--- src/rtl/score_hex_driver_pkg.sv ---
// Shared definitions for the score-to-7-segment driver.
//   state_t    : conversion FSM encoding (IDLE, LOAD, SHIFT, COMMIT)
//   SEG_BLANK  : all segments off (active-low)
//   SEG_TABLE  : active-low segment patterns for decimal digits 0-9, bit 0 = segment a
package score_pkg;

    typedef enum logic [1:0] {
        ST_IDLE   = 2'd0,
        ST_LOAD   = 2'd1,
        ST_SHIFT  = 2'd2,
        ST_COMMIT = 2'd3
    } state_t;

    localparam logic [6:0] SEG_BLANK = 7'h7F;

    // Packed table, highest index first: entry [d] is the pattern for digit d.
    localparam logic [9:0][6:0] SEG_TABLE = {
        7'b0010000,  // 9
        7'b0000000,  // 8
        7'b1111000,  // 7
        7'b0000010,  // 6
        7'b0010010,  // 5
        7'b0011001,  // 4
        7'b0110000,  // 3
        7'b0100100,  // 2
        7'b1111001,  // 1
        7'b1000000   // 0
    };

endpackage

--- src/rtl/score_hex_driver_if.sv ---
// Score/display bundle between the game core (master) and the HEX driver (slave).
//   score_p, score_o : binary scores from the game core
//   HEX0..HEX5       : active-low segment patterns (HEX2..0 player, HEX5..3 opponent)
//   busy             : conversion in flight
//   upd_pulse        : one-cycle pulse when a channel's HEX registers are written
//   sat_p, sat_o     : displayed value is saturated at the display maximum
interface score_hex_if #(
    parameter int W = 10
);
    logic [W-1:0] score_p;
    logic [W-1:0] score_o;
    logic [6:0]   HEX0, HEX1, HEX2, HEX3, HEX4, HEX5;
    logic         busy;
    logic         upd_pulse;
    logic         sat_p;
    logic         sat_o;

    modport master (
        output score_p, score_o,
        input  HEX0, HEX1, HEX2, HEX3, HEX4, HEX5, busy, upd_pulse, sat_p, sat_o
    );

    modport slave (
        input  score_p, score_o,
        output HEX0, HEX1, HEX2, HEX3, HEX4, HEX5, busy, upd_pulse, sat_p, sat_o
    );
endinterface

--- src/rtl/score_hex_driver_seg7_digit.sv ---
// Combinational BCD digit to active-low 7-segment decoder.
//   i_nib   : BCD digit (10-15 decode to blank)
//   i_blank : force all segments off
//   o_seg   : segment pattern, bit 0 = segment a
module seg7_digit
    import score_pkg::*;
(
    input  logic [3:0] i_nib,
    input  logic       i_blank,
    output logic [6:0] o_seg
);
    always_comb begin
        o_seg = SEG_BLANK;
        if (!i_blank && (i_nib <= 4'd9))
            o_seg = SEG_TABLE[i_nib];
    end
endmodule

--- src/rtl/score_hex_driver.sv ---
// Registered score display driver. Each score channel is converted to three BCD
// digits with a serial double-dabble engine (one bit per clock) shared between
// the player and opponent channels, then decoded into that channel's HEX regs.
//   VGA_CLK : game clock
//   reset_n : asynchronous active-low reset
//   bus     : score_hex_if slave (scores in; HEX0..5, busy, upd_pulse, sat_p/sat_o out)
module score_hex_driver
    import score_pkg::*;
#(
    parameter int W             = 10,
    parameter int MAX_SHOWN     = 999,
    parameter int BLANK_LEADING = 1
) (
    input  logic        VGA_CLK,
    input  logic        reset_n,
    score_hex_if.slave  bus
);
    localparam int         CW       = (W > 1) ? $clog2(W) : 1;
    localparam logic [6:0] LEAD_RST = (BLANK_LEADING != 0) ? SEG_BLANK : SEG_TABLE[0];

    function automatic logic [3:0] dd_adj(input logic [3:0] n);
        return (n >= 4'd5) ? (n + 4'd3) : n;
    endfunction

    state_t          r_state;
    logic            r_sel_o;
    logic [W-1:0]    r_shadow_p, r_shadow_o;
    logic [CW-1:0]   r_cnt;
    logic            r_clamp;
    logic            r_busy, r_upd, r_sat_p, r_sat_o;
    logic [6:0]      r_hex0, r_hex1, r_hex2, r_hex3, r_hex4, r_hex5;
    logic [W-1:0]    r_snap;   // clamped value, shifted out MSB first
    logic [W-1:0]    r_raw;    // unclamped value, becomes the shadow on commit
    logic [11:0]     r_bcd;

    logic [W-1:0]    w_sel_score, w_clamped;
    logic            w_over;
    logic [11:0]     w_adj;
    logic            w_blank_h, w_blank_t;
    logic [6:0]      w_seg_h, w_seg_t, w_seg_u;

    assign w_sel_score = r_sel_o ? bus.score_o : bus.score_p;
    assign w_over      = int'(w_sel_score) > MAX_SHOWN;
    assign w_clamped   = w_over ? W'(MAX_SHOWN) : w_sel_score;
    assign w_adj       = {dd_adj(r_bcd[11:8]), dd_adj(r_bcd[7:4]), dd_adj(r_bcd[3:0])};

    // Tens is only blanked when hundreds is blanked too, so "105" keeps its 0.
    assign w_blank_h = (BLANK_LEADING != 0) && (r_bcd[11:8] == 4'd0);
    assign w_blank_t = w_blank_h && (r_bcd[7:4] == 4'd0);

    seg7_digit u_dig_h (.i_nib(r_bcd[11:8]), .i_blank(w_blank_h), .o_seg(w_seg_h));
    seg7_digit u_dig_t (.i_nib(r_bcd[7:4]),  .i_blank(w_blank_t), .o_seg(w_seg_t));
    seg7_digit u_dig_u (.i_nib(r_bcd[3:0]),  .i_blank(1'b0),      .o_seg(w_seg_u));

    // Datapath: no reset needed, every conversion starts from LOAD.
    always_ff @(posedge VGA_CLK) begin
        case (r_state)
            ST_LOAD: begin
                r_raw  <= w_sel_score;
                r_snap <= w_clamped;
                r_bcd  <= '0;
            end
            ST_SHIFT: begin
                r_bcd  <= 12'({w_adj, r_snap[W-1]});
                r_snap <= r_snap << 1;
            end
            default: ;
        endcase
    end

    // Control FSM with registered outputs.
    always_ff @(posedge VGA_CLK or negedge reset_n) begin
        if (!reset_n) begin
            r_state    <= ST_IDLE;
            r_sel_o    <= 1'b0;
            r_shadow_p <= '0;
            r_shadow_o <= '0;
            r_cnt      <= '0;
            r_clamp    <= 1'b0;
            r_busy     <= 1'b0;
            r_upd      <= 1'b0;
            r_sat_p    <= 1'b0;
            r_sat_o    <= 1'b0;
            r_hex0     <= SEG_TABLE[0];
            r_hex1     <= LEAD_RST;
            r_hex2     <= LEAD_RST;
            r_hex3     <= SEG_TABLE[0];
            r_hex4     <= LEAD_RST;
            r_hex5     <= LEAD_RST;
        end else begin
            r_upd <= 1'b0;
            case (r_state)
                ST_IDLE: begin
                    // Player wins ties.
                    if (bus.score_p != r_shadow_p) begin
                        r_sel_o <= 1'b0;
                        r_busy  <= 1'b1;
                        r_state <= ST_LOAD;
                    end else if (bus.score_o != r_shadow_o) begin
                        r_sel_o <= 1'b1;
                        r_busy  <= 1'b1;
                        r_state <= ST_LOAD;
                    end
                end
                ST_LOAD: begin
                    r_cnt   <= CW'(W - 1);
                    r_clamp <= w_over;
                    r_state <= ST_SHIFT;
                end
                ST_SHIFT: begin
                    if (r_cnt == '0)
                        r_state <= ST_COMMIT;
                    else
                        r_cnt <= r_cnt - 1'b1;
                end
                ST_COMMIT: begin
                    r_upd   <= 1'b1;
                    r_busy  <= 1'b0;
                    r_state <= ST_IDLE;
                    if (r_sel_o) begin
                        r_hex3     <= w_seg_u;
                        r_hex4     <= w_seg_t;
                        r_hex5     <= w_seg_h;
                        r_shadow_o <= r_raw;
                        r_sat_o    <= r_clamp;
                    end else begin
                        r_hex0     <= w_seg_u;
                        r_hex1     <= w_seg_t;
                        r_hex2     <= w_seg_h;
                        r_shadow_p <= r_raw;
                        r_sat_p    <= r_clamp;
                    end
                end
                default: r_state <= ST_IDLE;
            endcase
        end
    end

    assign bus.HEX0      = r_hex0;
    assign bus.HEX1      = r_hex1;
    assign bus.HEX2      = r_hex2;
    assign bus.HEX3      = r_hex3;
    assign bus.HEX4      = r_hex4;
    assign bus.HEX5      = r_hex5;
    assign bus.busy      = r_busy;
    assign bus.upd_pulse = r_upd;
    assign bus.sat_p     = r_sat_p;
    assign bus.sat_o     = r_sat_o;
endmodule
--- src/flat_wrapper.sv ---
// flat-port wrapper written by rule: the top's interface ports become plain ports
module score_hex_driver_flat import score_pkg::*;
#(
    parameter int W             = 10,
    parameter int MAX_SHOWN     = 999,
    parameter int BLANK_LEADING = 1
)
  (VGA_CLK, reset_n, bus_score_p, bus_score_o, bus_HEX0, bus_HEX1, bus_HEX2, bus_HEX3, bus_HEX4, bus_HEX5, bus_busy, bus_upd_pulse, bus_sat_p, bus_sat_o);
  score_hex_if #(.W(W)) bus_i ();
  input  logic VGA_CLK;
  input  logic reset_n;
  input wire logic [$bits(bus_i.score_p)-1:0] bus_score_p;
  input wire logic [$bits(bus_i.score_o)-1:0] bus_score_o;
  output wire logic [$bits(bus_i.HEX0)-1:0] bus_HEX0;
  output wire logic [$bits(bus_i.HEX1)-1:0] bus_HEX1;
  output wire logic [$bits(bus_i.HEX2)-1:0] bus_HEX2;
  output wire logic [$bits(bus_i.HEX3)-1:0] bus_HEX3;
  output wire logic [$bits(bus_i.HEX4)-1:0] bus_HEX4;
  output wire logic [$bits(bus_i.HEX5)-1:0] bus_HEX5;
  output wire logic [$bits(bus_i.busy)-1:0] bus_busy;
  output wire logic [$bits(bus_i.upd_pulse)-1:0] bus_upd_pulse;
  output wire logic [$bits(bus_i.sat_p)-1:0] bus_sat_p;
  output wire logic [$bits(bus_i.sat_o)-1:0] bus_sat_o;
  assign bus_i.score_p = bus_score_p;
  assign bus_i.score_o = bus_score_o;
  assign bus_HEX0 = bus_i.HEX0;
  assign bus_HEX1 = bus_i.HEX1;
  assign bus_HEX2 = bus_i.HEX2;
  assign bus_HEX3 = bus_i.HEX3;
  assign bus_HEX4 = bus_i.HEX4;
  assign bus_HEX5 = bus_i.HEX5;
  assign bus_busy = bus_i.busy;
  assign bus_upd_pulse = bus_i.upd_pulse;
  assign bus_sat_p = bus_i.sat_p;
  assign bus_sat_o = bus_i.sat_o;
  score_hex_driver #(.W(W), .MAX_SHOWN(MAX_SHOWN), .BLANK_LEADING(BLANK_LEADING)) u_core (.VGA_CLK(VGA_CLK), .reset_n(reset_n), .bus(bus_i));
endmodule
--- config.mk ---
export PLATFORM = sky130hd
export DESIGN_NAME = score_hex_driver_flat
export DESIGN_NICKNAME = d
export VERILOG_FILES = /design/src/rtl/score_hex_driver_pkg.sv /design/src/rtl/score_hex_driver_if.sv /design/src/rtl/score_hex_driver_seg7_digit.sv /design/src/rtl/score_hex_driver.sv /design/src/flat_wrapper.sv
export SDC_FILE = /design/constraint.sdc
export NUM_CORES = 1
export LEC_CHECK = 0
export CORE_MARGIN = 3
export CORE_UTILIZATION = 50
export CTS_CLUSTER_DIAMETER = 100
export DETAILED_ROUTE_END_ITERATION = 10
export DONT_BUFFER_PORTS = 1
export PLACE_DENSITY = 0.7
export SETUP_SLACK_MARGIN = 0.2
export SLEW_MARGIN = 20
export SYNTH_ARGS = -nofsm -noshare
export SYNTH_HDL_FRONTEND = slang
export SYNTH_SLANG_ARGS = --single-unit
--- constraint.sdc ---
create_clock -name VGA_CLK -period 3.2 [get_ports VGA_CLK]
set_clock_uncertainty 0.15 [all_clocks]
set_input_delay 0.64 -clock VGA_CLK [delete_from_list [all_inputs] [get_ports VGA_CLK]]
set_output_delay 0.64 -clock VGA_CLK [all_outputs]
set_load 0.005 [all_outputs]
* Word-level counts from Yosys, hierarchy flattened
Memories as Yosys holds them, arrays and structs flattened. A register that Yosys moved wholly into a read port is not among the register bits.
Cells that the tools add are included.
** Storage, ports and cells
- Bits in registers :: 106
- ROM bits :: 336
- Input port bits :: 22
- Output and inout port bits :: 46
- Memories kept :: 3
** Memories
- (no name shown) :: depth 16, width 7, rd ports 1, clocked after Yosys merged registers in 1, wr ports 0, RTL line score_hex_driver_seg7_digit.sv:15 : o_seg = SEG_TABLE[i_nib];
- (no name shown) :: depth 16, width 7, rd ports 1, clocked after Yosys merged registers in 1, wr ports 0, RTL line score_hex_driver_seg7_digit.sv:15
- (no name shown) :: depth 16, width 7, rd ports 1, clocked after Yosys merged registers in 1, wr ports 0, RTL line score_hex_driver_seg7_digit.sv:15
** Operators by class
- $add $sub $neg :: 4
- Order comparisons :: 10
- Equality and inequality tests :: 8
- Multiplexer cells :: 27
- Bitwise operators :: 1
- Reduce and logical (&&, ||, !) cells :: 18
** Operators by type and width (count)
- $mux 7 :: 6
- $mux 4 :: 6
- $pmux 12 s2 :: 1
- $mux 10 :: 2
- $ne 10x10->1 :: 2
- $pmux 10 s2 :: 1
- $lt 4x5->1 const B :: 3
- $ge 4x3->1 const B :: 3
- $le 4x4->1 const B :: 3
- $logic_not 4->1 :: 3
- $reduce_and 2->1 :: 6
- $gt 10x10->1 const B :: 1
- $add 4x2->4 const B :: 2
- $pmux 2 s4 :: 1
- $pmux 4 s2 :: 1
- $mux 2 :: 3
- $reduce_bool 2->1 :: 3
- $eq 2x2->1 const B :: 2
- $mux 1 :: 4
- $sub 4x1->4 const B :: 1
- $add 3x2->3 const B :: 1
- $logic_and 1x1->1 :: 3
- $mux 3 :: 1
- $ne 3x1->1 const B :: 1
- 7 further kinds :: 8

* Depth between registers and ports, before layout
Gate-level depths: netlist of run 1.
- Depth after elaboration :: 5
- Mapped depth :: 10
- Mapped depth without buffers :: 10

* By module
From an unflattened synthesis of run 1, not the netlist that was laid out.
** Second synthesis, totals
- Cell total of the unflattened synthesis :: 428
- Area, all modules :: 5424.0 µm²
** By module, submodules not included
- score_hex_driver :: times used 1, cells an instance 341, area each 4793.3 µm², sequential area each 2850.2 µm²
- seg7_digit :: times used 3, cells an instance 29, area each 210.2 µm², sequential area each 0.0 µm²

* Worst setup path before layout of run 1
No wires, ideal clock.
- Path kind :: register to register
- Start :: reg u_core.r_state[0]
- End :: reg with a tool-made name
- Data arrival time :: 2502 ps
- Data required time :: 2936 ps
- Setup slack :: 434 ps
- Stages on the path, launching flop included :: 10
- Path buffers :: 0
- Period minus slack after synthesis :: 2766 ps
- Cells stage by stage :: dfrtp_1 -> inv_1 -> ha_1 -> nand2_2 -> a2111oi_0 -> a221oi_2 -> ha_1 -> inv_1 -> mux2i_1 -> nor2_1
** RTL lines
- start: declaration :: RTL line score_hex_driver.sv:25 : state_t r_state;
- start signal: assignment :: RTL line score_hex_driver.sv:74 : r_state <= ST_IDLE;
- start signal: assignment :: RTL line score_hex_driver.sv:98 : r_state <= ST_LOAD;
- start signal: assignment :: RTL line score_hex_driver.sv:102 : r_state <= ST_LOAD;

==> reports/results.tsv, run 1 <==
metric	value	unit
post-cts-setup-buffer-count	0	
num_rows	39	
synthXorXnorAreaFrac	3.65	%
yosys-top-cells-count	nand2_1 (62), nor2_1 (56), o21ai_0 (51)	
synth-edff-count	32	
vias	3828	
drt_iter0_drc	207	
gp_congestion	0.822	
dp_cells	665	
clk_latency	0.42	ns
ys_ff_latch	127	
ys.flop_type	dfrtp_1	
use_met3	5.07	%
critical_path_buf_inv_count	4	
slowest_stage	a221oi_2	
start_kind	register	
syn_to_final_growth	13.6	%
crit_chain	inv_1 -> ha_1 -> buf_4 -> inv_2 -> a221oi_2 -> inv_1 -> ha_1 -> mux2i_1 -> nor2_1	
cts_buffer_depth	2	
synth_top_cell_area_share	18.3	%
worstSetupPathType	reg2reg	
synth_top_cell_by_area	dfrtp_1	
routed_wl	11.7	mm
rsz0062_at_grt	false	
syn-num-nets	583	
setup_tns	0	ns
syn_area_per_cell	11.3	um^2
drt_pass1_iterations	4	
yosysSeqAreaShare	54.4	%
p_switching	3.28	mW
synthAdderAreaFrac	5.83	%
power.internal	5.42	mW
drv_cap	0	
antennaDiodeCount	0	
fp.dieW	116	um
cts_tree	done	
min_period_over_period	87.1	%
yosysMostFrequentCell	nand2_1	
synth_simple_gate_area_share	11.7	%
final_max_slew_viol_count	0	
max_slew_margin	47.5	%
endpoint_kind	register	
dp_hpwl	8.06	mm
synthesis.area	6010	um^2
htree_levels	4	
power_density	1270	nW/um^2
antenna_found_initial	0	
hold_path_class	in2reg	
status	finished, final reports clean	
timing.fmax	359	MHz
leakage	2.98	nW
cts-root-buf	clkbuf_16	
final_hold_viol_count	0	
nets	593	
grt_pass1_wl	19.0	mm
slowest_delay	0.53	ns
p_clk_share	22.4	%
synthCells	533	
grt.busiest_layer	met2	
finalSetupViolations	0	
antenna_left	0	
yosysUniqueCellTypes	47	
via_per_inst	5.48	
synth_warnings	0	
die-area	13400	um^2
peakVddDrop	563	uV
wl_per_cell	16.7	um
pre_cts_ws	0.372	ns
grt_max_degree	75	
final_cells	699	
cts.clk_slew.worst_paths	0.06	ns
grtUsageTotal	18.4	%
grtUsageMet2	28.9	%
grt-ovfl-total	0	
core	11600	um^2
grt_pass1_vias	3839	
crit_family	adder cells	
synth_top_family_by_area	simple AND/OR/NAND/NOR gates	
period_needed	2.79	ns
cp_data_arrival_time	2.94	ns
comb_power_share	40.2	%
drive_gt1_share	22.1	%
synth-compound-area-share	10.6	%
place_area	6170	um^2
cts.sinks	127	
fin_ws	0.414	ns
numCtsBuffers	17	
synth.area.mux_share	10.5	%
required	3.36	ns
io_pins	68	
fp.dieH	116	um
synthTopCellsByArea	dfrtp_1 (18%), edfxtp_1 (16%), dfstp_2 (13%)	
fin_area	6830	um^2
use_met1	24.0	%
seq_power_share	37.4	%
remaining_drc_errors	0	
critPathMaxFanout	10	
swShare	37.7	%
initial_core_util	51.9	%
synthArstFlopShare	58.3	%
power	8.69	mW
worst-slew-pin-transition	0.787	ns
portBuffers	0	
==> through the flow <==
step / hold WS [ns] / util [%]
final: 0.311 / 59.0
after global routing: 0.308 / 59.0
after CTS: 0.298 / 59.0
after detailed placement: 0.198 / 53.3
after global placement: 0.197 / 53.3
after floorplan: 0.194 / -
==> final timing paths <==
kind                                         start            endpoint  slack, ns  cells past startpoint
worst max-delay path             u_core.r_state[1]            register       0.41                      9
worst min-delay path                bus_score_p[7]     u_core.r_raw[7]       0.31                      1
worst max register to register   u_core.r_state[1]            register       0.41                      9
worst min register to register  u_core.bus.HEX4[5]  u_core.bus.HEX4[5]       0.33                      2
max in group asynchronous                  reset_n  u_core.bus.HEX5[4]       1.93                      2
min in group asynchronous                  reset_n    u_core.bus.sat_o       0.64                      2
==> cell usage in the layout, fill, tap and decap left out, types with 3 or more instances in the layout <==
cell type  Yosys  routed
o21ai_0       51      51
dfrtp_1       44      44
nor4_1         5       5
a21boi_1       2       3
clkinv_2       0       4
dfxtp_1       21      21
nor2_1        56      56
and2_1         4       4
a21boi_2       3       3
xor2_1        18      18
mux2_4         3       3
a21oi_1        6       6
a221oi_4       3       3
clkbuf_8       0       3
clkbuf_16      0      20
mux2i_1       20      20
a21o_1         3       3
a211oi_1       4       3
nor2b_1        3       3
nand2b_1       4       3
edfxtp_1      32      32
and3_1         3       3
nand3_1        4       4
o211a_1        3       3
dfstp_2       30      30
ha_1          28      28
inv_1         27      27
mux2_2        34      34
nand4_1        4       4
buf_4          2       9
xnor2_1        7       7
nor3_1         5       5
or3b_1         5       5
nand2_1       62      62
==> repair_timing <==
item	in CTS	in global routing
hold endpoints to repair	74	0
gates resized for setup	0	3
endpoints found under the setup margin	0	6
hold buffers	2	0
==> worst register-to-register path: stages (launching register included) <==
cell	delay, ns
dfrtp_1	0.39
inv_1	0.09
ha_1	0.49
buf_4	0.25
inv_2	0.15
a221oi_2	0.53
inv_1	0.17
ha_1	0.24
mux2i_1	0.17
nor2_1	0.05
==> layout make-up <==
| cell class | instances | area [um^2] |
|---|---|---|
| fillers | 914 | 4740 |
| flip-flops and latches | 127 | 3270 |
| multi-input cells | 358 | 2550 |
| clock buffers | 25 | 549 |
| well taps | 143 | 179 |
| repair buffers | 11 | 105 |
| inverters | 28 | 105 |
| clock inverters | 7 | 67.6 |
==> power groups by stage <==
stage | sequential (mW) | combinational, mW | clock, mW
2_1_floorplan | 3.04 | 2.82 | 0
3_3_place_gp | 3.24 | 3.29 | 0
3_5_place_dp | 3.28 | 3.45 | 0
4_1_cts | 3.26 | 3.51 | 1.97
5_1_grt | 3.35 | 3.96 | 2.05
6_report | 3.25 | 3.49 | 1.95
==> layer usage <==
metal  wire length [um]  up-vias
met2               5440      102
met1               5400     1854
met4                214        0
met5                  0        -
li1                   -     1855
met3                615       17
==> cells by family (layout without fill, tap and decap cells) <==
group	after synthesis	after routing
muxes	57	57
xor gates and xnor gates	25	25
AOI/OAI and AO/OA	89	89
adders and majority gates	28	28
and+or+nand+nor	159	159
buffers and inverters	48	71
DFF	127	127
No activity file was read; power rests on OpenSTA's default activity.
==> run 2: changes to the inputs <==
--- a/config.mk
+++ b/config.mk
@@ -7,10 +7,10 @@
 export LEC_CHECK = 0
 export CORE_MARGIN = 3
 export CORE_UTILIZATION = 50
+export CTS_BUF_LIST = sky130_fd_sc_hd__clkbuf_8
 export CTS_CLUSTER_DIAMETER = 100
 export DETAILED_ROUTE_END_ITERATION = 10
 export DONT_BUFFER_PORTS = 1
-export PLACE_DENSITY = 0.7
 export SETUP_SLACK_MARGIN = 0.2
 export SLEW_MARGIN = 20
 export SYNTH_ARGS = -nofsm -noshare
==> run 2 against run 1 <==
Hold slack got worse by 0.011 ns; largest power group unchanged; wire length fell by 0.78%; sequential share of layout area rose by 1.2 points; fmax rose by 6.3%; critical path type unchanged; sequential power fell by 1%; largest cell class unchanged; first-iteration DRC count rose by 17%; via count fell by 2.2%; global-route usage rose by 0.29 points.
==> reports/results.tsv, run 2 (synthesized netlist as in run 1, its figures left out) <==
metric	value	unit	change
ctsResizeCount	0		unchanged
max_slew_margin	47.1	%	-0.40 points
power_density	1240	nW/um^2	-3.0%
dp_hpwl	8.19	mm	+1.6%
slowest_delay	0.53	ns	about the same
num_rows	39		unchanged
hold_path_class	in2reg		
gp_congestion	0.752		-8.6%
fin_hold_ws	0.300	ns	-0.0109 ns
grt_max_degree	75		unchanged
r2r_cells	9		unchanged
fillCellCount	993		+8.6%
vias	3745		-2.2%
min_period_over_period	81.9	%	-5.1 points
timing.fmax	381	MHz	+6.3%
status	finished, final reports clean		
slowest_stage	a211oi_1		
multiInputGateArea	2540	um^2	-0.25%
peakVddDrop	533	uV	-5.4%
leakage	2.91	nW	-2.6%
final_common_cell	nand2_1		
worstSetupPathType	reg2reg		
io_pins	68		unchanged
postCtsHoldBufs	2		unchanged
drt_iter0_drc	243		+17%
setup_tns	0	ns	unchanged
antenna_left	0		unchanged
routed_wl	11.6	mm	-0.78%
final_hold_viol_count	0		unchanged
antenna_found_initial	0		unchanged
clk_latency	0.43	ns	about the same
critPathMaxFanout	23		+13
syn_to_final_growth	10.9	%	
fp.dieH	116	um	unchanged
worst-slew-pin-transition	0.786	ns	-0.000772 ns
core	11600	um^2	unchanged
endpoint_kind	register		
grtUsageTotal	18.7	%	+0.29 points
crit_chain	inv_1 -> ha_1 -> buf_4 -> nor2_1 -> a211oi_1 -> inv_1 -> ha_1 -> mux2i_1 -> nor2_1		
cts.sinks	127		unchanged
grt_pass1_vias	3739		-2.6%
period_needed	2.62	ns	-0.164 ns
required	3.38	ns	+0.02 ns
cts_buffer_depth	2		unchanged
drt_pass1_iterations	4		unchanged
p_switching	3.18	mW	-2.9%
grt-ovfl-total	0		unchanged
hold_depth	1		unchanged
swShare	38.7	%	+0.98 points
final_max_slew_viol_count	0		unchanged
regArea	3270	um^2	unchanged
via_per_inst	5.36		-2.2%
cp_data_arrival_time	2.80	ns	-0.14 ns
drive_gt1_share	22.3	%	+0.18 points
initial_core_util	51.9	%	unchanged
p_clk_share	18.8	%	-3.6 points
finalSetupViolations	0		unchanged
wl_per_cell	16.6	um	-0.78%
rsz0062_at_grt	false		
fp.dieW	116	um	unchanged
portBuffers	0		unchanged
seq_power_share	39.0	%	+1.6 points
most-common-layout-cells	nand2_1 (62), nor2_1 (56), o21ai_0 (51)		
post-cts-setup-buffer-count	0		unchanged
grt_pass1_wl	19.1	mm	+0.73%
htree_levels	4		unchanged
die-area	13400	um^2	unchanged
drv_cap	0		unchanged
start_kind	register		
numCtsBuffers	17		unchanged
cts.clk_slew.worst_paths	0.07	ns	about the same
cts_tree	done		
antennaDiodeCount	0		unchanged
power.internal	5.04	mW	-6.9%
remaining_drc_errors	0		unchanged
comb_power_share	42.1	%	+1.9 points
cts-root-buf	clkbuf_8		
nets	593		unchanged
fin_util	57.6	%	-1.4 points
==> run 2: final timing paths <==
check	from	to	slack, ns
worst max-delay path	u_core.r_state[0]	register	0.58
worst min-delay path	bus_score_p[8]	u_core.r_raw[8]	0.30
worst max register to register	u_core.r_state[0]	register	0.58
worst min register to register	u_core.bus.HEX4[5]	u_core.bus.HEX4[5]	0.33
max in group asynchronous	reset_n	u_core.bus.HEX2[5]	1.96
min in group asynchronous	reset_n	u_core.r_shadow_o[4]	0.60
==> run 2: area by class of cell <==
| type | count | share of cell area (%) |
|---|---|---|
| tap | 143 | 2.69 |
| clock inverter | 12 | 2.71 |
| sequential | 127 | 49.1 |
| timing repair buffer | 11 | 1.58 |
| clock buffer | 20 | 4.13 |
| multi-input combinational | 358 | 38.2 |
| inverter | 28 | 1.58 |
==> run 2: per-stage QoR <==
stage | cells | setup WS (ns) | area [um^2] | total power, mW
2_1_floorplan | 533 | 0.434 | 6010 | 5.87
3_3_place_gp | 665 | 0.674 | 6170 | 6.61
3_5_place_dp | 665 | 0.562 | 6170 | 6.71
4_1_cts | 699 | 0.548 | 6660 | 8.33
5_1_grt | 699 | 0.279 | 6660 | 8.96
6_report | 699 | 0.578 | 6660 | 8.23
==> run 2: routing by layer <==
| layer | routed length (um) | share of wire (%) | global-route usage, % | vias up |
|---|---|---|---|---|
| li1 | - | - | - | 1859 |
| met5 | 0 | 0 | 0 | - |
| met1 | 5650 | 49 | 26.4 | 1816 |
| met4 | 117 | 1.0 | 6.11 | 0 |
| met3 | 517 | 4.5 | 6.06 | 11 |
| met2 | 5290 | 46 | 27.6 | 59 |
==> run 2: worst max-delay path, delay by kind of cell, from the launching register on <==
kind	cells	cell delay, ns
adder cells (fa/ha/maj)	2	0.59
buffers and inverters	3	0.57
AO/OA/AOI/OAI	1	0.53
flip-flops	1	0.40
AND/OR/NAND/NOR	2	0.13
multiplexers	1	0.13
==> run 2: power by group through the flow <==
| stage | Combinational (mW) | Sequential, mW | Clock (mW) |
|---|---|---|---|
| finish | 3.46 | 3.21 | 1.55 |
| floorplan | 2.82 | 3.04 | 0 |
| detailed placement | 3.46 | 3.25 | 0 |
| CTS | 3.51 | 3.22 | 1.60 |
| global route | 3.98 | 3.31 | 1.67 |
| global placement | 3.40 | 3.22 | 0 |
==> run 3: changes to the inputs <==
==> constraint.sdc (replaced) <==
create_clock -name VGA_CLK -period 2.7 [get_ports VGA_CLK]
set_clock_uncertainty 0.15 [all_clocks]
set_input_delay 0.54 -clock VGA_CLK [delete_from_list [all_inputs] [get_ports VGA_CLK]]
set_output_delay 0.54 -clock VGA_CLK [all_outputs]
set_load 0.005 [all_outputs]
==> run 3 against run 2 <==
Sequential share of layout area fell by 2.1 points; global-route usage rose by 0.12 points; largest cell class unchanged; cell area rose by 4.5%; critical path depth rose by 1; combinational power rose by 40%; power rose by 27%; via count rose by 3.9%; non-clock buffer count rose by 22; register-to-register slack got worse by 0.27 ns; hold slack got worse by 0.10 ns; clock power rose by 13%; die area did not move.
==> reports/results.tsv, run 3 (synthesized netlist as in run 1, its figures left out) <==
metric	value	unit	change
die-area	13400	um^2	unchanged
start_kind	register		
remaining_drc_errors	0		unchanged
vias	3892		+3.9%
power.internal	6.34	mW	+26%
critPathMaxFanout	6		-74%
pre_cts_ws	0.0530	ns	-0.509 ns
antenna_left	0		unchanged
most-common-layout-cells	nand2_1 (62), nor2_1 (56), o21ai_0 (51)		
max_slew_margin	50.9	%	+3.8 points
leakage	3.02	nW	+3.9%
worst-slew-pin-transition	0.730	ns	-0.0563 ns
swShare	39.2	%	+0.53 points
grt_pass1_vias	3815		+2.0%
antenna_found_initial	0		unchanged
p_switching	4.09	mW	+29%
endpoint_kind	register		
reg2reg_from	u_core.r_bcd[4]		
io_pins	68		unchanged
finalSetupViolations	0		unchanged
portBuffers	0		unchanged
htree_levels	4		unchanged
cts_buffer_depth	2		unchanged
r2r_cells	10		+1
worstSetupPathType	reg2reg		
timing.fmax	418	MHz	+9.5%
cts_tree	done		
wl_per_cell	16.7	um	+1.1%
fp.dieW	116	um	unchanged
hold_depth	1		unchanged
power_density	1500	nW/um^2	+21%
gp_congestion	0.838		+12%
slowest_delay	0.42	ns	-0.11 ns
fp.dieH	116	um	unchanged
peakVddDrop	645	uV	+21%
hold_path_startpoint	bus_score_p[8]		
min_period_over_period	88.7	%	+6.8 points
fin_area	6960	um^2	+4.5%
required	2.87	ns	-0.51 ns
via_per_inst	5.40		+0.75%
fin_ws	0.305	ns	-0.273 ns
power	10.4	mW	+27%
grt-ovfl-total	0		unchanged
numCtsBuffers	17		unchanged
comb_power_share	46.5	%	+4.4 points
grt_pass1_wl	19.4	mm	+1.2%
seq_power_share	36.7	%	-2.3 points
whs_endpoint	u_core.r_raw[8]		
initial_core_util	51.9	%	unchanged
clk_latency	0.45	ns	+0.02 ns
routed_wl	12.1	mm	+4.3%
crit_chain	buf_4 -> ha_1 -> nand2b_4 -> a21o_1 -> a221oi_2 -> buf_4 -> inv_1 -> ha_1 -> nor2_1 -> a211oi_2		
drive_gt1_share	28.4	%	+6.1 points
slowest_stage	edfxtp_1		
nets	615		+3.7%
final_max_slew_viol_count	0		unchanged
cts-root-buf	clkbuf_8		
grt_max_degree	75		unchanged
cp_data_arrival_time	2.56	ns	-0.24 ns
final_hold_viol_count	0		unchanged
drt_pass1_iterations	4		unchanged
cts.clk_slew.worst_paths	0.08	ns	about the same
p_clk_share	16.8	%	-2.0 points
fin_hold_ws	0.198	ns	-0.102 ns
drv_cap	0		unchanged
final_common_cell	nand2_1		
place_area	6260	um^2	+1.5%
num_rows	39		unchanged
setup_tns	0	ns	unchanged
status	finished, final reports clean		
hold_path_class	in2reg		
cts.sinks	127		unchanged
core	11600	um^2	unchanged
rsz0062_at_grt	true		
antennaDiodeCount	0		unchanged
syn_to_final_growth	15.8	%	
grtUsageTotal	18.8	%	+0.12 points
dp_hpwl	8.26	mm	+0.93%
period_needed	2.39	ns	-0.227 ns
drt_iter0_drc	272		+12%
r2r_setup_slack	0.31	ns	-0.27 ns
run 3: changes by cell type in the layout (fill, tap and decap cells not counted), sizes merged:
cell and change:
buf +22, inv +3, clkinv -2, bufinv -1
clkbuf -1, clkinvlp +1
run 3: area by class of cell:
| type | count | area, um^2 |
|---|---|---|
| fillers | 950 | 4610 |
| flip-flops and latches | 127 | 3270 |
| multi-input cells | 358 | 2690 |
| repair buffers | 33 | 295 |
| clock buffers | 19 | 262 |
| well taps | 143 | 179 |
| clock inverters | 13 | 160 |
| inverters | 28 | 105 |
run 3: metrics by stage:
stage / instances / util, %
after floorplan: 533 / -
after global placement: 672 / 54.1
after detailed placement: 672 / 54.1
after CTS: 706 / 58.2
after global routing: 721 / 60.2
final: 721 / 60.2
run 3: how the worst max path moves through the flow:
stage	start	endpoint	slack, ns	cells after the start
final	u_core.r_bcd[4]	register	0.31	10
after detailed placement	u_core.r_bcd[0]	register	0.05	9
after global routing	u_core.r_state[1]	register	0.17	9
after floorplan	u_core.r_state[0]	register	0.34	9
after global placement	u_core.r_bcd[0]	register	0.21	9
after CTS	u_core.r_state[1]	register	0.20	9
run 3: power by group through the flow:
stage                     registers, mW  clock network, mW  logic, mW
after CTS                          3.83               1.79       4.39
after floorplan                    3.60                  0       3.39
after global routing               3.95               1.88       5.44
final                              3.83               1.75       4.85
after global placement             3.83                  0       4.19
after detailed placement           3.86                  0       4.31
run 3: what timing repair did:
action / in CTS / in global routing
cloned: 0 / 0
hold buffers: 2 / 0
setup buffers: 0 / 15
hold endpoints to repair: 74 / 0
setup endpoints to repair: 8 / 18
gates resized for setup: 4 / 23
pin swaps: 0 / 5
run 3: worst max-delay path: cells and delay by family (launching register included):
family,cells,cell delay [ns]
AND/OR/NAND/NOR,2,0.29
AO/OA/AOI/OAI,3,0.58
flip-flops,1,0.42
buffers and inverters,3,0.41
adder cells (fa/ha/maj),2,0.41
run 3: per-layer routing:
metal	share of wire [%]	GRT usage, %
met5	0	0
met4	2.0	6.81
met3	5.2	7.15
met2	44	27.7
met1	48	25.6
